`config.mk`:
```
export PLATFORM = sky130hd
export DESIGN_NAME = multicycle_controller
export DESIGN_NICKNAME = d
export VERILOG_FILES = /design/src/rtl/riscv_mc_pkg.sv /design/src/rtl/alu_decoder.sv /design/src/rtl/multicycle_controller.sv
export SDC_FILE = /design/constraint.sdc
export NUM_CORES = 1
export LEC_CHECK = 0
export CORE_MARGIN = 2
export CORE_UTILIZATION = 39
export DETAILED_ROUTE_END_ITERATION = 16
export GPL_ROUTABILITY_DRIVEN = 0
export PLACE_DENSITY = 0.79
export SLEW_MARGIN = 30
export SYNTH_ARGS = -nofsm -noshare
export SYNTH_HDL_FRONTEND = slang
export SYNTH_HIERARCHICAL = 1
export SYNTH_SLANG_ARGS = --single-unit
```
`constraint.sdc`:
```
create_clock -name clk -period 2.1 [get_ports clk]
set_input_delay 0.21 -clock clk [delete_from_list [all_inputs] [get_ports clk]]
set_output_delay 0.21 -clock clk [all_outputs]
set_load 0.01 [all_outputs]
```
`src/rtl/riscv_mc_pkg.sv`:
```
// Shared encodings for the multicycle RV32I controller: FSM states, opcodes,
// ALU operation classes and datapath select codes.
package riscv_mc_pkg;

    typedef enum logic [3:0] {
        s_fetch    = 4'd0,
        s_decode   = 4'd1,
        s_memadr   = 4'd2,
        s_memread  = 4'd3,
        s_memwb    = 4'd4,
        s_memwrite = 4'd5,
        s_executer = 4'd6,
        s_executei = 4'd7,
        s_aluwb    = 4'd8,
        s_beq      = 4'd9,
        s_jal      = 4'd10,
        s_halt     = 4'd11
    } state_t;

    localparam logic [6:0] op_load   = 7'b0000011;
    localparam logic [6:0] op_store  = 7'b0100011;
    localparam logic [6:0] op_rtype  = 7'b0110011;
    localparam logic [6:0] op_itype  = 7'b0010011;
    localparam logic [6:0] op_branch = 7'b1100011;
    localparam logic [6:0] op_jal    = 7'b1101111;

    localparam logic [1:0] aluop_add  = 2'b00;
    localparam logic [1:0] aluop_sub  = 2'b01;
    localparam logic [1:0] aluop_func = 2'b10;

    localparam logic [2:0] alu_add = 3'b000;
    localparam logic [2:0] alu_sub = 3'b001;
    localparam logic [2:0] alu_and = 3'b010;
    localparam logic [2:0] alu_or  = 3'b011;
    localparam logic [2:0] alu_slt = 3'b101;

    localparam logic [1:0] res_aluout    = 2'b00;
    localparam logic [1:0] res_data      = 2'b01;
    localparam logic [1:0] res_aluresult = 2'b10;

    localparam logic [1:0] srca_pc    = 2'b00;
    localparam logic [1:0] srca_oldpc = 2'b01;
    localparam logic [1:0] srca_rs1   = 2'b10;

    localparam logic [1:0] srcb_reg  = 2'b00;
    localparam logic [1:0] srcb_imm  = 2'b01;
    localparam logic [1:0] srcb_four = 2'b10;

endpackage

```
`src/rtl/alu_decoder.sv`:
```
// Maps the ALU operation class plus funct fields to a concrete ALU control code.
module alu_decoder
    import riscv_mc_pkg::*;
(
    input  logic [1:0] aluop,
    input  logic [2:0] funct3,
    input  logic       op5,
    input  logic       funct7b5,
    output logic [2:0] alucontrol
);

    // Only R-type (op5=1) with bit 30 set is a subtract; addi ignores bit 30.
    always_comb begin
        alucontrol = alu_add;
        case (aluop)
            aluop_add: alucontrol = alu_add;
            aluop_sub: alucontrol = alu_sub;
            aluop_func: begin
                case (funct3)
                    3'b000:  alucontrol = (op5 & funct7b5) ? alu_sub : alu_add;
                    3'b010:  alucontrol = alu_slt;
                    3'b110:  alucontrol = alu_or;
                    3'b111:  alucontrol = alu_and;
                    default: alucontrol = alu_add;
                endcase
            end
            default: alucontrol = alu_add;
        endcase
    end

endmodule

```
`src/rtl/multicycle_controller.sv`:
```
// Control FSM for the multicycle RV32I datapath: sequences fetch, decode,
// execute, memory and writeback over a shared ALU and unified memory.
module multicycle_controller
    import riscv_mc_pkg::*;
(
    input  logic       clk,
    input  logic       reset,
    input  logic [6:0] op,
    input  logic [2:0] funct3,
    input  logic       funct7b5,
    input  logic       zero,
    input  logic       mem_ready,
    output logic       PCWrite,
    output logic       AdrSrc,
    output logic       MemWrite,
    output logic       IRWrite,
    output logic       RegWrite,
    output logic [1:0] ResultSrc,
    output logic [1:0] ALUSrcA,
    output logic [1:0] ALUSrcB,
    output logic [1:0] ImmSrc,
    output logic [2:0] ALUControl,
    output logic       halted
);

    state_t     state;
    state_t     cur;
    logic [1:0] aluop;
    logic       branch;
    logic       pcupdate;

    // State register with next-state logic; HALT is left only through reset.
    always_ff @(posedge clk) begin
        if (reset) begin
            state <= s_fetch;
        end else begin
            case (state)
                s_fetch:    if (mem_ready) state <= s_decode;
                s_decode: begin
                    case (op)
                        op_load, op_store: state <= s_memadr;
                        op_rtype:          state <= s_executer;
                        op_itype:          state <= s_executei;
                        op_branch:         state <= s_beq;
                        op_jal:            state <= s_jal;
                        default:           state <= s_halt;
                    endcase
                end
                s_memadr:   state <= op[5] ? s_memwrite : s_memread;
                s_memread:  if (mem_ready) state <= s_memwb;
                s_memwb:    state <= s_fetch;
                s_memwrite: if (mem_ready) state <= s_fetch;
                s_executer: state <= s_aluwb;
                s_executei: state <= s_aluwb;
                s_aluwb:    state <= s_fetch;
                s_beq:      state <= s_fetch;
                s_jal:      state <= s_aluwb;
                s_halt:     state <= s_halt;
                default:    state <= s_fetch;
            endcase
        end
    end

    // Moore output decode. While reset is high the FETCH selects are shown
    // with every enable held low, whatever the state register holds.
    always_comb begin
        cur       = reset ? s_fetch : state;
        AdrSrc    = 1'b0;
        MemWrite  = 1'b0;
        IRWrite   = 1'b0;
        RegWrite  = 1'b0;
        ResultSrc = res_aluout;
        ALUSrcA   = srca_pc;
        ALUSrcB   = srcb_reg;
        aluop     = aluop_add;
        branch    = 1'b0;
        pcupdate  = 1'b0;
        halted    = 1'b0;
        case (cur)
            s_fetch: begin
                ResultSrc = res_aluresult;
                ALUSrcB   = srcb_four;
                IRWrite   = mem_ready & ~reset;
                pcupdate  = mem_ready & ~reset;
            end
            s_decode: begin
                ALUSrcA = srca_oldpc;
                ALUSrcB = srcb_imm;
            end
            s_memadr: begin
                ALUSrcA = srca_rs1;
                ALUSrcB = srcb_imm;
            end
            s_memread:  AdrSrc = 1'b1;
            s_memwb: begin
                ResultSrc = res_data;
                RegWrite  = 1'b1;
            end
            s_memwrite: begin
                AdrSrc   = 1'b1;
                MemWrite = 1'b1;
            end
            s_executer: begin
                ALUSrcA = srca_rs1;
                aluop   = aluop_func;
            end
            s_executei: begin
                ALUSrcA = srca_rs1;
                ALUSrcB = srcb_imm;
                aluop   = aluop_func;
            end
            s_aluwb:    RegWrite = 1'b1;
            s_beq: begin
                ALUSrcA = srca_rs1;
                aluop   = aluop_sub;
                branch  = 1'b1;
            end
            s_jal: begin
                ALUSrcA  = srca_oldpc;
                ALUSrcB  = srcb_four;
                pcupdate = 1'b1;
            end
            s_halt:     halted = 1'b1;
            default: ;
        endcase
    end

    assign PCWrite = pcupdate | (branch & zero);

    // Immediate format follows the opcode directly, independent of state.
    always_comb begin
        ImmSrc = 2'b00;
        case (op)
            op_load, op_itype: ImmSrc = 2'b00;
            op_store:          ImmSrc = 2'b01;
            op_branch:         ImmSrc = 2'b10;
            op_jal:            ImmSrc = 2'b11;
            default:           ImmSrc = 2'b00;
        endcase
    end

    alu_decoder u_alu_decoder (
        .aluop      (aluop),
        .funct3     (funct3),
        .op5        (op[5]),
        .funct7b5   (funct7b5),
        .alucontrol (ALUControl)
    );

endmodule

```
## After elaboration in Yosys (flattened, before gate mapping)

Cells that the tools add are included.

| word-level totals | value |
|---|---|
| bits in registers | 4 |
| bits of input ports | 15 |

| cells by class | value |
|---|---|
| equal/unequal tests | 33 |
| multiplexer cells | 22 |
| bitwise logic cells | 5 |
| reduce and logical (&&, ||, !) cells | 13 |

Operators by type and width:

| operator | number |
|---|---|
| $eq A4 B3 Y1 const B | 7 |
| $pmux W4 S7 | 1 |
| $eq A4 B4 Y1 const B | 6 |
| $pmux W4 S5 | 1 |
| $eq A4 B2 Y1 const B | 4 |
| $mux W4 | 4 |
| $pmux W2 S2 | 4 |
| $eq A7 B6 Y1 const B | 2 |
| $eq A7 B7 Y1 const B | 2 |
| $pmux W3 S4 | 1 |
| $reduce_or A2 Y1 | 6 |
| $eq A4 B1 Y1 const B | 2 |
| $logic_not A4 Y1 | 2 |
| $eq A7 B2 Y1 const B | 1 |
| $eq A7 B5 Y1 const B | 1 |
| $mux W1 | 7 |
| $eq A3 B3 Y1 const B | 2 |
| $ne A2 B2 Y1 const B | 3 |
| $pmux W2 S3 | 1 |
| $pmux W3 S2 | 1 |
| $reduce_or A3 Y1 | 2 |
| $reduce_or A4 Y1 | 1 |
| $and A1 B1 Y1 | 3 |
| $eq A3 B2 Y1 const B | 1 |
| 8 further kinds | 8 |

## Longest topological paths before layout

Gate-level depths: netlist of the first run.

| logic depth | value |
|---|---|
| word-level depth | 6 |
| depth in mapped cells | 8 |

## By module

The synthesis of the first run kept the hierarchy.

Modules (own cells, without submodules):

| module | times used | cells an instance | area an instance (sq um) |
|---|---|---|---|
| multicycle_controller | 1 | 82 | 534.3 |
| alu_decoder | 1 | 11 | 96.3 |

## Least setup slack after synthesis of the first run

No wires, ideal clock.

| path | value |
|---|---|
| path type | input to output |
| from | input reset |
| to | output ALUControl[2] |
| arrival time | 1.893 ns |
| path slack | -0.003 ns |
| cell stages on the path | 7 |
| path through | buf_2 > or2_2 > clkbuf_1 > nor4_1 > inv_1 > ha_1 > nor4b_1 |

| between the ends | value |
|---|---|
| longest elaborated chain between the ends | 6 |
| elaborated cells between the ends (all ways) | 9 |
| those cells by class | eq/ne: 5; mux: 3; reduce/logical: 1 |

Ends and longest elaborated chain:

| item | line | RTL |
|---|---|---|
| start, declared | multicycle_controller.sv:7 | `input logic reset,` |
| $mux W4 (*) | multicycle_controller.sv:67 | `cur = reset ? s_fetch : state;` |
| $eq A4 B3 Y1 | multicycle_controller.sv:79 | `case (cur)` |
| $reduce_or A2 Y1 (no source line) | n/a |  |
| $pmux W2 S2 (*) | multicycle_controller.sv:79 |  |
| net aluop[0] | multicycle_controller.sv:28 | `logic [1:0] aluop;` |
| $eq A2 B2 Y1 or $eq A2 B1 Y1 (tied branches) | alu_decoder.sv:15 | `case (aluop)` |
| $pmux W3 S2 (*) | alu_decoder.sv:15 |  |
| end, declared | multicycle_controller.sv:22 | `output logic [2:0] ALUControl,` |

The timed path passes the listed nets; every way through them passes the cells marked *.

## Final worst setup path of the first run

| path | value |
|---|---|
| from | register state[2] |
| to | output ALUControl[1] |

| between the ends | value |
|---|---|
| longest elaborated chain between the ends | 6 |
| elaborated cells between the ends (all ways) | 9 |
| those cells by class | eq/ne: 5; mux: 3; reduce/logical: 1 |

Ends and longest elaborated chain:

| item | line | RTL |
|---|---|---|
| start, declared | multicycle_controller.sv:26 | `state_t state;` |
| start signal, assigned | multicycle_controller.sv:35 | `state <= s_fetch;` |
| start signal, assigned | multicycle_controller.sv:38 | `s_fetch: if (mem_ready) state <= s_decode;` |
| start signal, assigned | multicycle_controller.sv:41 | `op_load, op_store: state <= s_memadr;` |
| $mux W4 (*) | multicycle_controller.sv:67 |  |
| $eq A4 B3 Y1 | multicycle_controller.sv:79 |  |
| $reduce_or A2 Y1 (no source line) | n/a |  |
| $pmux W2 S2 (*) | multicycle_controller.sv:79 |  |
| net aluop[0] | multicycle_controller.sv:28 |  |
| $eq A2 B2 Y1 or $eq A2 B1 Y1 (tied branches) | alu_decoder.sv:15 |  |
| $pmux W3 S2 (*) | alu_decoder.sv:15 |  |

Marked as above.

==> results of run 1 <==
## through the flow
| stage | area [um^2] | setup slack [ps] | utilization [%] | power, W |
|---|---|---|---|---|
| floorplan | 637 | 119 | - | 0.000525 |
| global placement | 1070 | -521 | 70.8 | 0.000835 |
| detailed placement | 1070 | -559 | 70.8 | 0.000855 |
| CTS | 1110 | -18.6 | 73.8 | 0.000964 |
| global route | 1140 | -20.5 | 75.7 | 0.00106 |
| finish | 1140 | 83.2 | 75.7 | 0.000972 |
## cells in the final DEF, fill, tap and decap left out, types with 2 or more instances in the layout
cell type	netlist	layout
clkdlybuf4s50_1	0	24
nor2_1	16	16
buf_4	0	16
inv_1	6	6
nand2b_1	5	5
nand2_1	4	4
nor3_1	3	3
a21oi_1	3	3
nor4_1	4	3
xnor2_1	3	3
o21ai_0	4	3
clkbuf_4	0	3
dfxtp_1	4	3
nor2b_1	2	2
nor3b_1	4	2
or3_1	2	2
nand3_1	2	2
nor3b_2	0	2
o21ai_1	1	2
dlymetal6s2s_1	0	2
buf_2	5	2
buf_6	0	2
dlygate4sd2_1	0	2
ha_4	0	2
## layout make-up
cell class                      instances  area share [%]
Tap cell                               16            1.76
Inverter                                6            1.98
Sequential cell                         4            7.14
Clock buffer                            3            1.98
Multi-Input combinational cell         77            49.0
Timing Repair Buffer                   48            38.2
## cell families after synthesis
logic type | count (synthesis)
AND/OR/NAND/NOR | 50
AO/OA/AOI/OAI | 21
buffers and inverters | 12
flip-flops | 4
XOR/XNOR | 3
adder cells (fa/ha/maj) | 2
multiplexers | 1
## how the worst max path moves through the flow
stage	to	slack, ps
global placement	ALUControl[2]	-520
CTS	ALUControl[1]	-20
floorplan	ALUControl[2]	120
detailed placement	ALUControl[1]	-560
global route	ALUControl[1]	-20
finish	ALUControl[1]	80
## worst max-delay path: stages (launching register included)
cell and delay [ps]:
dfxtp_2 320, or2_4 260, nor4_4 240, inv_1 110, ha_4 300, and4b_2 230
buf_6 120
## power groups by stage
stage / clock network [W] / registers (W) / logic, W
floorplan: 0 / 0.000134 / 0.000391
finish: 0.0000879 / 0.000131 / 0.000754
global placement: 0 / 0.000125 / 0.000710
CTS: 0.0000910 / 0.000129 / 0.000745
detailed placement: 0 / 0.000125 / 0.000730
global route: 0.000101 / 0.000135 / 0.000825
## cells in the mapped netlist, drive strengths merged, types with 4 or more instances
cell type	number	share of area, %
o21ai	5	4.0
nand2	4	2.4
buf	5	4.0
nand2b	6	7.1
inv	6	3.6
nor4	4	4.0
nor2	16	9.5
dfxtp	4	13
nor3b	4	4.8
## routing by layer
| layer | vias up | part of all wire [%] | GRT usage, % |
|---|---|---|---|
| met5 | - | 0 | 0 |
| met4 | 0 | 0.67 | 9.09 |
| met3 | 2 | 6.5 | 2.86 |
| met2 | 45 | 53 | 43.5 |
| met1 | 386 | 40 | 28.3 |
| li1 | 436 | - | - |
## timing repair
action,CTS,global route
hold buffers,0,0
pin swaps,0,3
setup endpoints to repair,5,9
hold endpoints to repair,0,0
gates resized for setup,18,10
==> reports/metrics.yaml, run 1 <==
portBuffers: 31
grt_max_degree: 16
yosys_most_used_dff: "dfxtp_1"
htree_levels: 1
multiInputGateArea_um2: 558
synthAdderAreaFrac_pct: 3.97
place_hpwl_mm: 1.66
diodes: 0
max_slew.worst_pin.slew_ps: 496
peakVddDrop_mv: 0.606
grt_first_pass_wirelength_mm: 3.59
via_per_inst: 5.64
first_pass_iters: 6
clkPwrFrac_pct: 9.0
die_width_um: 44.2
largest_reg_flops: 4
worstSetupPathType: "register to output pin"
nets: 157
min_period_over_period_pct: 96.0
hold_class: "primary input to register"
run_status: "finished, final reports clean"
ys_seq_area_share_pct: 12.7
start_util_pct: 41.9
io_pins: 32
worstReg2RegStart: "state[1]"
cts_tree: "built"
routed-via-count: 869
synth.avg_cell_area_um2: 6.78
r2r-end: "state[0]"
drtIter0Drc: 29
drc: 0
die_h_um: 44.2
power_switching_w: 0.000425
setup_viol_count_final: 0
yosys.area_share.simple_pct: 44.8
whs_path_depth: 5
min_period_ps: 2020
path_clk_slew_ps: 40
synth_top_family_by_area: "simple AND/OR/NAND/NOR gates"
synth_edf_count: 0
post_cts_buffers: 0
min_to: "state[3]"
grt_util_all_layers_pct: 23.9
swShare_pct: 43.7
critPathLaunchType: "register"
synth_mux_area_share_pct: 1.59
worstPathArrival_ps: 1810
final.setup.tns_ps: 0
ys_ff_latch: 4
synth_compound_area_share_pct: 24.6
cts_max_path_buffers: 2
p_leak_nw: 0.453
regArea_um2: 81.3
grt_pass1_vias: 821
nFillCells: 112
cts.sinks: 4
fin_cells: 154
syn_to_final_growth_pct: 80.8
numCtsBuffers: 3
synth_xor_xnor_area_share_pct: 4.17
crit_path_end_kind: "output pin"
syn_inst: 93
fmax_mhz: 496
largest_register: "state"
synth_cell_types: 40
grt_antenna_before_repair: 0
syn_area_um2: 631
post-place-cells: 151
clockRootBuffer: "clkbuf_4"
finClkSkew_ps: 2.66
top_regs: "state x4"
grt_overflow_total: 0
hold_viol: 0
num_rows: 14
internal_power_w: 0.000547
p_comb_share_pct: 77.5
wl_per_cell_um: 13.6
power.density_nw_per_um2: 853
maxSlewViolCount: 0
maxCapViolCount: 0
r2r_setup_slack_ps: 520
hp-start: "reset"
holdWs_ps: 575
path_max_fanout: 3
seqPwrFrac_pct: 13.5
synthArstFlopShare_pct: 0
clk_latency_ps: 220
ant_nets: 0
crit_required_ps: 1890
finalWirelength_mm: 2.10
coreArea_um2: 1510
drive_gt1_share_pct: 26.1
dieArea_um2: 1950
critical_path.startpoint: "state[2]"
synthesis.nets: 110
rr_worst_depth: 5
ys_warn_count: 6
slew-limit-headroom_pct: 66.5
No activity file was read; power rests on OpenSTA's default activity.
==> inputs of run 2 (changes only) <==
==> constraint.sdc (replaced) <==
create_clock -name clk -period 2.3 [get_ports clk]
set_input_delay 0.23 -clock clk [delete_from_list [all_inputs] [get_ports clk]]
set_output_delay 0.23 -clock clk [all_outputs]
set_load 0.01 [all_outputs]
==> reports/metrics.yaml, run 2 (synthesis gave the netlist of run 1 again) <==
grt_pass1_vias: 824  # was 821
diodes: 0  # unchanged
io_pins: 32  # unchanged
total_power_w: 0.000865  # was 0.000972 W
worstSetupPathType: "primary input to output pin"  # was register to output pin
nFillCells: 127  # was 112
p_comb_share_pct: 76.2  # was 77.5%
cp_top_family: "buffers and inverters"  # was simple AND/OR/NAND/NOR gates
busiest_layer: "met2"  # unchanged
final.setup.tns_ps: 0  # unchanged
crit_chain: "clkdlybuf4s50_1, buf_4, or3_4, nor3b_1, clkdlybuf4s50_1"  # was or2_4, nor4_4, inv_1, ha_4, and4b_2, buf_6
via_per_inst: 5.39  # was 5.64
grt_util_all_layers_pct: 23.1  # was 23.9%
maxCapViolCount: 0  # unchanged
clockRootBuffer: "clkbuf_4"  # unchanged
grtUsageMet2_pct: 39.7  # was 43.5%
drc: 0  # unchanged
portBuffers: 31  # unchanged
numCtsBuffers: 3  # unchanged
grt_first_pass_wirelength_mm: 3.41  # was 3.59 mm
drive_gt1_share_pct: 23.1  # was 26.1%
setup_ws_ps: 99.4  # was 83.2 ps
crit_buf_inv: 3  # was 2
hold_viol: 0  # unchanged
htree_levels: 1  # unchanged
dp_slack_ps: -455  # was -559 ps
peakVddDrop_mv: 0.479  # was 0.606 mV
min_period_ps: 2200
hp-start: "state[3]"  # was reset
path_clk_slew_ps: 40  # about the same
seqPwrFrac_pct: 13.8  # was 13.5%
rsz0062_at_grt: "no"
top_regs: "state x4"  # unchanged
largest_register: "state"  # unchanged
final_cell_mix: "26 x clkdlybuf4s50_1, 15 x nor2_1, 13 x buf_4, 5 x inv_1, 5 x nand2b_1"  # was 24 x clkdlybuf4s50_1, 16 x nor2_1, 16 x buf_4, 6 x inv_1, 5 x nand2b_1
die_h_um: 44.2  # unchanged
max_slew.worst_pin.slew_ps: 534  # was 496 ps
start_util_pct: 41.9  # unchanged
cts_max_path_buffers: 2  # unchanged
ant_nets: 0  # unchanged
min_period_over_period_pct: 95.7
crit_path_end_kind: "output pin"  # unchanged
clk_latency_ps: 240  # was 220 ps
nets: 153  # was 157
die_width_um: 44.2  # unchanged
run_status: "finished, final reports clean"  # unchanged
use_met1_pct: 27.3  # was 28.3%
fmax_mhz: 454
power_switching_w: 0.000376  # was 0.000425 W
crit_top_cell: "clkdlybuf4s50_1"
worstPathArrival_ps: 1970  # was 1810 ps
maxSlewViolCount: 0  # unchanged
use_met3_pct: 2.86  # unchanged
first_pass_iters: 4  # was 6
p_leak_nw: 0.426  # was 0.453 nW
hold_buffers: 0  # unchanged
grt_antenna_before_repair: 0  # unchanged
num_rows: 14  # unchanged
worstReg2RegStart: "state[1]"  # unchanged
power.density_nw_per_um2: 798  # was 853 nW/um^2
critPathLaunchType: "primary input"  # was register
grt_max_degree: 16  # unchanged
wl_per_cell_um: 12.5  # was 13.6 um
finClkSkew_ps: 2.32  # was 2.66 ps
cts.sinks: 4  # unchanged
internal_power_w: 0.000490  # was 0.000547 W
cts_tree: "built"  # unchanged
clkPwrFrac_pct: 10.1  # was 9.0%
largest_reg_flops: 4  # unchanged
swShare_pct: 43.4  # was 43.7%
layout.cells.most_common: "clkdlybuf4s50_1"  # unchanged
max_stage_delay_ps: 570  # was 320 ps
slew-limit-headroom_pct: 64.0  # was 66.5%
crit_required_ps: 2070  # was 1890 ps
routed-via-count: 808  # was 869
critical_path.startpoint: "reset"  # was state[2]
path_max_fanout: 10  # was 3
finalWirelength_mm: 1.88  # was 2.10 mm
hold_class: "register to register"  # was primary input to register
drtIter0Drc: 19  # was 29
place_hpwl_mm: 1.55  # was 1.66 mm
syn_to_final_growth_pct: 72.0  # was 80.8%
crit_slowest_cell: "clkdlybuf4s50_1"  # was dfxtp_2
setup_viol_count_final: 0  # unchanged
dieArea_um2: 1950  # unchanged
coreArea_um2: 1510  # unchanged
grt_overflow_total: 0  # unchanged
holdWs_ps: 706  # was 575 ps
==> run 2: cell count changes in the layout (fill, tap and decap cells not counted), moves of 2 or more <==
cell	delta
buf_4	-3
dlygate4sd2_1	-2
buf_6	-2
clkdlybuf4s50_1	+2
==> run 2: worst min-delay path, stage by stage (launching register included) <==
cell,delay [ps]
dfxtp_1,330
buf_4,170
nor2_1,90
a21oi_1,70
==> run 2: power groups by stage <==
stage,logic [W],registers (W),clock network [W]
floorplan,0.000356,0.000122,0
global placement,0.000627,0.000115,0
detailed placement,0.000637,0.000117,0
CTS,0.000653,0.000119,0.0000885
global route,0.000735,0.000122,0.0000931
finish,0.000659,0.000119,0.0000870
==> run 2: final timing paths <==
| path | to | slack (ps) | depth (start not counted) |
|---|---|---|---|
| worst max-delay path | ResultSrc[0] | 100 | 5 |
| worst max register to register | state[0] | 730 | 5 |
| worst min register to register | state[3] | 710 | 3 |
| worst min-delay path | state[3] | 710 | 3 |
==> run 2: metrics by stage <==
stage                     utilization (%)  instances  cell area, um^2
after global routing                 72.0        150             1080
after floorplan                         -         93              631
final                                72.0        150             1080
after detailed placement             68.4        147             1030
after global placement               68.4        147             1030
after CTS                            71.5        150             1080
==> run 2: layer usage <==
layer	routed length, um	share of wire, %
met1	845	45
met2	885	47
met3	103	5.5
met4	46	2.4
met5	0	0
==> run 2: what timing repair did <==
action                     CTS  global route
gates resized for setup      7            15
setup endpoints to repair    3             5
buffers inserted             0             0
==> run 2: layout make-up <==
class	count	area, um^2	share of cell area (%)
multi-input cells	77	542	49.9
repair buffers	44	398	36.7
flip-flops and latches	4	80.1	7.38
clock buffers	3	22.5	2.08
inverters	6	22.5	2.08
well taps	16	20.0	1.85
